[src/rtl/safe_mode_sequencer.sv]
// -----------------------------------------------------------------------------
// safe_mode_sequencer
//   Sequences safe-mode / master-core changes for the multi-core safe wrapper.
//   A requested configuration that differs from the applied one halts every
//   core, is applied atomically while all cores are halted, and the cores are
//   then resumed. Nothing changes while cores run or while software holds a
//   critical section.
//
// Optional feature macro: SAFE_MODE_SEQUENCER_TIMEOUT_EN
//   Defined   : HALT/RESUME acknowledge timeout leading to a sticky ERROR state.
//   Undefined : HALT/RESUME wait indefinitely; no ERROR state.
//
// Ports
//   clk_i                    clock
//   rst_i                    synchronous active-high reset
//   safe_mode_i              requested safe mode
//   safe_configuration_i     requested safe configuration
//   master_core_i            requested master core, one-hot
//   critical_section_i       blocks starting a new sequence (sampled in IDLE)
//   core_halted_i            per-core halted status
//   halt_req_o               per-core halt request (level)
//   resume_req_o             per-core resume request (level)
//   cfg_safe_mode_o          applied safe mode
//   cfg_safe_configuration_o applied safe configuration
//   cfg_master_core_o        applied master core
//   cfg_valid_o              applied configuration stable
//   busy_o                   sequence in progress
//   done_o                   one-cycle pulse on sequence completion
//   error_o                  sticky error flag
// -----------------------------------------------------------------------------
module safe_mode_sequencer #(
    parameter int unsigned NCORES         = 3,
    parameter int unsigned CFG_CYCLES     = 4,
    parameter int unsigned TIMEOUT_CYCLES = 1024
) (
    input  logic              clk_i,
    input  logic              rst_i,
    input  logic              safe_mode_i,
    input  logic              safe_configuration_i,
    input  logic [NCORES-1:0] master_core_i,
    input  logic              critical_section_i,
    input  logic [NCORES-1:0] core_halted_i,
    output logic [NCORES-1:0] halt_req_o,
    output logic [NCORES-1:0] resume_req_o,
    output logic              cfg_safe_mode_o,
    output logic              cfg_safe_configuration_o,
    output logic [NCORES-1:0] cfg_master_core_o,
    output logic              cfg_valid_o,
    output logic              busy_o,
    output logic              done_o,
    output logic              error_o
);

    localparam int unsigned CFG_CNT_W = (CFG_CYCLES > 1) ? $clog2(CFG_CYCLES) : 1;
    localparam logic [CFG_CNT_W-1:0] CFG_LAST   = CFG_CNT_W'(CFG_CYCLES - 1);
    localparam logic [NCORES-1:0]    ALL_ONES   = {NCORES{1'b1}};
    localparam logic [NCORES-1:0]    MASTER_RST = NCORES'(1);

    // Elaboration-time parameter sanity check.
    if (CFG_CYCLES < 1 || TIMEOUT_CYCLES < 1) begin : g_param_check
        $error("safe_mode_sequencer: CFG_CYCLES and TIMEOUT_CYCLES must be >= 1");
    end

`ifdef SAFE_MODE_SEQUENCER_TIMEOUT_EN
    localparam int unsigned TMO_CNT_W = (TIMEOUT_CYCLES > 1) ? $clog2(TIMEOUT_CYCLES) : 1;
    localparam logic [TMO_CNT_W-1:0] TMO_LAST = TMO_CNT_W'(TIMEOUT_CYCLES - 1);
`endif

    // Configuration tuple carried from request to snapshot to applied state.
    typedef struct packed {
        logic              safe_mode;
        logic              safe_configuration;
        logic [NCORES-1:0] master_core;
    } cfg_t;

    localparam cfg_t CFG_RST = '{safe_mode: 1'b0, safe_configuration: 1'b0,
                                 master_core: MASTER_RST};

    typedef enum logic [2:0] {
        ST_IDLE,
        ST_HALT,
        ST_RECONF,
        ST_RESUME
`ifdef SAFE_MODE_SEQUENCER_TIMEOUT_EN
        , ST_ERROR
`endif
    } state_t;

    function automatic logic is_onehot(input logic [NCORES-1:0] v);
        return (v != '0) && ((v & (v - NCORES'(1))) == '0);
    endfunction

    state_t              r_state;
    state_t              w_state_next;

    cfg_t                r_snap;
    cfg_t                r_cfg;
    logic [CFG_CNT_W-1:0] r_cfg_cnt;
    logic [CFG_CNT_W-1:0] w_cfg_cnt_next;
`ifdef SAFE_MODE_SEQUENCER_TIMEOUT_EN
    logic [TMO_CNT_W-1:0] r_tmo_cnt;
    logic [TMO_CNT_W-1:0] w_tmo_cnt_next;
`endif

    logic [NCORES-1:0]   r_halt_req;
    logic [NCORES-1:0]   r_resume_req;
    logic                r_cfg_valid;
    logic                r_busy;
    logic                r_done;
    logic                r_error;

    cfg_t                w_req_cfg;
    logic                w_req;
    logic                w_snap_load;
    logic                w_cfg_load;
    logic                w_error_set;
    logic [NCORES-1:0]   w_halt_req;
    logic [NCORES-1:0]   w_resume_req;
    logic                w_cfg_valid;
    logic                w_busy;
    logic                w_done;

    assign w_req_cfg = '{safe_mode: safe_mode_i,
                         safe_configuration: safe_configuration_i,
                         master_core: master_core_i};
    assign w_req     = (r_state == ST_IDLE) && (w_req_cfg != r_cfg);

    // State register.
    always_ff @(posedge clk_i) begin
        if (rst_i) begin
            r_state <= ST_IDLE;
        end else begin
            r_state <= w_state_next;
        end
    end

    // Next-state logic and next values of the registered outputs.
    always_comb begin
        w_state_next   = r_state;
        w_snap_load    = 1'b0;
        w_error_set    = 1'b0;
        w_cfg_cnt_next = r_cfg_cnt;
`ifdef SAFE_MODE_SEQUENCER_TIMEOUT_EN
        w_tmo_cnt_next = r_tmo_cnt;
`endif

        unique case (r_state)
            ST_IDLE: begin
                if (w_req) begin
                    if (!is_onehot(master_core_i)) begin
                        w_error_set = 1'b1;
                    end else if (!critical_section_i) begin
                        w_snap_load  = 1'b1;
                        w_state_next = ST_HALT;
`ifdef SAFE_MODE_SEQUENCER_TIMEOUT_EN
                        w_tmo_cnt_next = '0;
`endif
                    end
                end
            end
            ST_HALT: begin
                if (core_halted_i == ALL_ONES) begin
                    w_state_next   = ST_RECONF;
                    w_cfg_cnt_next = '0;
                end
`ifdef SAFE_MODE_SEQUENCER_TIMEOUT_EN
                else if (r_tmo_cnt == TMO_LAST) begin
                    w_state_next = ST_ERROR;
                end else begin
                    w_tmo_cnt_next = r_tmo_cnt + TMO_CNT_W'(1);
                end
`endif
            end
            ST_RECONF: begin
                if (r_cfg_cnt == CFG_LAST) begin
                    w_state_next = ST_RESUME;
`ifdef SAFE_MODE_SEQUENCER_TIMEOUT_EN
                    w_tmo_cnt_next = '0;
`endif
                end else begin
                    w_cfg_cnt_next = r_cfg_cnt + CFG_CNT_W'(1);
                end
            end
            ST_RESUME: begin
                if (core_halted_i == '0) begin
                    w_state_next = ST_IDLE;
                end
`ifdef SAFE_MODE_SEQUENCER_TIMEOUT_EN
                else if (r_tmo_cnt == TMO_LAST) begin
                    w_state_next = ST_ERROR;
                end else begin
                    w_tmo_cnt_next = r_tmo_cnt + TMO_CNT_W'(1);
                end
`endif
            end
`ifdef SAFE_MODE_SEQUENCER_TIMEOUT_EN
            ST_ERROR: begin
                w_state_next = ST_ERROR;
            end
`endif
            default: begin
                w_state_next = ST_IDLE;
            end
        endcase

`ifdef SAFE_MODE_SEQUENCER_TIMEOUT_EN
        if (w_state_next == ST_ERROR) begin
            w_error_set = 1'b1;
        end
`endif

        // Outputs are decoded from the next state so they register in step with it.
        w_halt_req   = ((w_state_next == ST_HALT) || (w_state_next == ST_RECONF)) ? ALL_ONES : '0;
        w_resume_req = (w_state_next == ST_RESUME) ? ALL_ONES : '0;
        w_busy       = (w_state_next != ST_IDLE);
        w_done       = (r_state == ST_RESUME) && (w_state_next == ST_IDLE);
        w_cfg_valid  = (w_state_next != ST_RECONF);
        w_cfg_load   = (r_state == ST_HALT) && (w_state_next == ST_RECONF);
    end

    // Datapath and output registers.
    always_ff @(posedge clk_i) begin
        if (rst_i) begin
            r_snap       <= CFG_RST;
            r_cfg        <= CFG_RST;
            r_cfg_cnt    <= '0;
`ifdef SAFE_MODE_SEQUENCER_TIMEOUT_EN
            r_tmo_cnt    <= '0;
`endif
            r_halt_req   <= '0;
            r_resume_req <= '0;
            r_cfg_valid  <= 1'b1;
            r_busy       <= 1'b0;
            r_done       <= 1'b0;
            r_error      <= 1'b0;
        end else begin
            if (w_snap_load) begin
                r_snap <= w_req_cfg;
            end
            // Applied configuration only changes while all cores are halted.
            if (w_cfg_load) begin
                r_cfg <= r_snap;
            end
            r_cfg_cnt    <= w_cfg_cnt_next;
`ifdef SAFE_MODE_SEQUENCER_TIMEOUT_EN
            r_tmo_cnt    <= w_tmo_cnt_next;
`endif
            r_halt_req   <= w_halt_req;
            r_resume_req <= w_resume_req;
            r_cfg_valid  <= w_cfg_valid;
            r_busy       <= w_busy;
            r_done       <= w_done;
            r_error      <= r_error | w_error_set;
        end
    end

    assign halt_req_o               = r_halt_req;
    assign resume_req_o             = r_resume_req;
    assign cfg_safe_mode_o          = r_cfg.safe_mode;
    assign cfg_safe_configuration_o = r_cfg.safe_configuration;
    assign cfg_master_core_o        = r_cfg.master_core;
    assign cfg_valid_o              = r_cfg_valid;
    assign busy_o                   = r_busy;
    assign done_o                   = r_done;
    assign error_o                  = r_error;

endmodule

[config.mk]
export PLATFORM = sky130hd
export DESIGN_NAME = safe_mode_sequencer
export DESIGN_NICKNAME = d
export VERILOG_FILES = /design/src/rtl/safe_mode_sequencer.sv
export SDC_FILE = /design/constraint.sdc
export NUM_CORES = 1
export LEC_CHECK = 0
export CORE_MARGIN = 4
export CORE_UTILIZATION = 51
export CTS_CLUSTER_DIAMETER = 200
export DETAILED_ROUTE_END_ITERATION = 16
export PLACE_DENSITY = 0.89
export SLEW_MARGIN = 20
export SYNTH_ARGS = -nofsm -noshare
export SYNTH_HDL_FRONTEND = slang
export SYNTH_SLANG_ARGS = --single-unit
[constraint.sdc]
create_clock -name clk_i -period 2.3 [get_ports clk_i]
set_clock_uncertainty 0.05 [all_clocks]
set_input_delay 0.46 -clock clk_i [delete_from_list [all_inputs] [get_ports clk_i]]
set_output_delay 0.46 -clock clk_i [all_outputs]
set_load 0.01 [all_outputs]
==> flow_metrics.env <==
export IMPL_area_growth_synth_to_final_pct=23.7
export IMPL_critPathSlowestCell="clkdlybuf4s50_1"
export IMPL_htreeDepth=1
export IMPL_syn_area_um2=1040
export IMPL_clock_path_buffers=2
export IMPL_yosysMostFrequentCell="dfxtp_1"
export IMPL_layout_setup_ws_ns=0.472
export IMPL_die_x_um=53.2
export IMPL_fmax_ghz=0.547
export IMPL_path_clk_slew_ns=0.11
export IMPL_ant_nets=0
export IMPL_fin_crit_ns=1.83
export IMPL_path_cells="clkdlybuf4s50_1 > o21ai_0 > o211ai_1 > o21ba_1 > mux2i_1"
export IMPL_synth_net_count=115
export IMPL_grt_max_degree=13
export IMPL_tritoncts="done"
export IMPL_totalWireLength_um=1940
export IMPL_synthSimpleGateAreaFrac_pct=22.5
export IMPL_grt_antenna_before_repair=0
export IMPL_numPortBuffers=25
export IMPL_endpoint_kind="flip-flop"
export IMPL_cts_buffers=3
export IMPL_slowest_delay_ns=0.49
export IMPL_setup_viol=0
export IMPL_ys_seq_area_share_pct=40.3
export IMPL_ys_flop_type="dfxtp_1"
export IMPL_dr_pass1_iters=4
export IMPL_avgSynthCellArea_um2=10.1
export IMPL_rows=16
export IMPL_reg2reg_depth=4
export IMPL_n_antenna_cell=0
export IMPL_required_ns=2.47
export IMPL_layout_nets=137
export IMPL_fin_crit_sh_pct=79.5
export IMPL_cts_root_buf="clkbuf_4"
export IMPL_yosys_warnings=0
export IMPL_cts_resized=0
export IMPL_yosys_top_cells_area="dfxtp_1 40%, mux2i_1 8.6%, nand2b_1 5.4%, xnor2_1 4.2%, nor2_1 3.6%"
export IMPL_hold_buffers=0
export IMPL_cp_arrival_ns=2.00
export IMPL_p_per_area_nw_per_um2=487
export IMPL_setup_tns_ns=0
export IMPL_fill_cells=179
export IMPL_hold_class="reg -> reg"
export IMPL_start_kind="input port"
export IMPL_synth_top_family_by_area="simple AND/OR/NAND/NOR gates"
export IMPL_drive_above_1_share_pct=12.1
export IMPL_grt_pass1_wl_um=3240
export IMPL_path_class="in -> reg"
export IMPL_yosysTopAreaCellShare_pct=40.3
export IMPL_dpl_cell_area_um2=1260
export IMPL_viasPerCell=5.15
export IMPL_fin_area_um2=1290
export IMPL_clkLatencyLatePin_ns=0.30
export IMPL_critPathMaxFanout=5
export IMPL_overflow=0
export IMPL_min_path_cells=2
export IMPL_place_ws_ns=0.174
export IMPL_synth_edf_count=0
export IMPL_postCtsSetupBuffers=0
export IMPL_drv_slew=0
export IMPL_first_global_vias=782
export IMPL_dp_hpwl_um=1540
export IMPL_ys_top_cells_by_count="21 x dfxtp_1, 10 x nor2_1, 9 x mux2i_1, 9 x nand2b_1"
export IMPL_ys_ff_latch=21
export IMPL_drv_cap=0
export IMPL_dr_total_vias=777
export IMPL_start_util_pct=53.2
export IMPL_synthAdderAreaFrac_pct=1.20
export IMPL_drc=0
export IMPL_synth_cell_types=35
export IMPL_synth_mux_area_share_pct=8.63
export IMPL_final_hold_violation_count=0
export IMPL_routabilityCongestion=0.756
export IMPL_wl_per_cell_um=12.9
export IMPL_status="complete, no violations"
export IMPL_synth_area_leader_cell="dfxtp_1"
export IMPL_synth_xor_area_share_pct=5.04
export IMPL_ir_worst_vdd_mv=0.401
export IMPL_synthArstFlopShare_pct=0
export IMPL_synth_compound_area_share_pct=14.4
export IMPL_drt_iter0_drc=6
export IMPL_ios=26
export IMPL_die_area_um2=2830
export IMPL_die_height_um=53.2
export IMPL_p_leak_nw=0.482
export IMPL_core_um2=1960
export IMPL_cts_sinks=21
export IMPL_hold_slack_ns=0.401
export IMPL_grtUsageTotal_pct=15.4
export IMPL_grt_setup_unrepaired="no"
export IMPL_synthCells=103
-- metrics by stage --
step | total power [mW] | utilization (%) | instances
floorplan | 0.429 | - | 103
global placement | 0.462 | 64.4 | 147
detailed placement | 0.465 | 64.4 | 147
CTS | 0.637 | 65.8 | 151
global route | 0.661 | 65.8 | 151
finish | 0.629 | 65.8 | 151
-- worst max-delay path: cells and delay by family --
kind	cells	cell delay, ns
AO/OA/AOI/OAI	3	0.81
buffers and inverters	1	0.49
multiplexers	1	0.23
-- final timing paths --
kind	end	slack, ns	start
worst max-delay path	r_snap[1]$_SDFFE_PP0P_	0.47	master_core_i[0]
worst min-delay path	error_o$_SDFF_PP0_	0.40	error_o$_SDFF_PP0_
worst max register to register	r_snap[1]$_SDFFE_PP0P_	0.61	r_state[1]$_SDFF_PP0_
worst min register to register	error_o$_SDFF_PP0_	0.40	error_o$_SDFF_PP0_
-- cells by family after synthesis --
kind of cell,Yosys count
other cells,1
xor+xnor,6
fa+ha+maj,1
buf+inv,11
flops,21
compound gates,19
mux,9
simple gates,35
-- sequential cells by signal, summed over array words and instances (netlist names) --
name	cells
r_state	3
done_o	1
cfg_master_core_o	3
halt_req_o	1
error_o	1
cfg_safe_configuration_o	1
cfg_safe_mode_o	1
cfg_valid_o	1
resume_req_o	1
r_snap	5
r_cfg_cnt	2
busy_o	1
-- layout make-up --
class                   count  area, µm²  area share (%)
clock buffers               3       22.5            1.74
clock inverters             1       5.00           0.388
inverters                   2       7.51           0.581
multi-input cells          71        544            42.2
flip-flops and latches     21        420            32.6
well taps                  27       33.8            2.62
repair buffers             26        258            20.0
-- per-layer routing --
layer	track usage (%)	share of wire, %	vias up
li1	-	-	393
met1	17.7	42	362
met2	27.8	52	20
met3	3.38	5.6	2
met4	5.11	0.41	0
met5	0	0	-
-- cell usage in the layout (no fill, tap or decap), drive strengths merged --
cell	netlist	final
clkdlybuf4s50	0	25
dfxtp	21	21
nor2	10	10
nand2b	9	9
mux2i	9	9
xnor2	5	5
a21oi	5	5
nand3	3	3
nor3	3	3
clkbuf	2	3
nand2	3	3
o21ai	2	2
o211ai	2	2
a211oi	2	2
inv	2	2
nor4	2	2
nor3b	2	2
a311oi	2	2
xor2	1	1
o21bai	1	1
nor4b	1	1
a21o	1	1
o21ba	1	1
nand4	1	1
a31oi	1	1
and2b	1	1
a211o	1	1
a21boi	1	1
ha	1	1
clkinv	0	1
buf	7	1
conb	1	1
-- report_power, final --
group	switching (mW)	internal, mW	total, mW	leakage (nW)
clock network	0.108	0.0647	0.173	0.0177
registers	0.00687	0.372	0.378	0.170
logic	0.0359	0.0421	0.0780	0.294
Note: power is estimated with default switching activity, not from simulation.
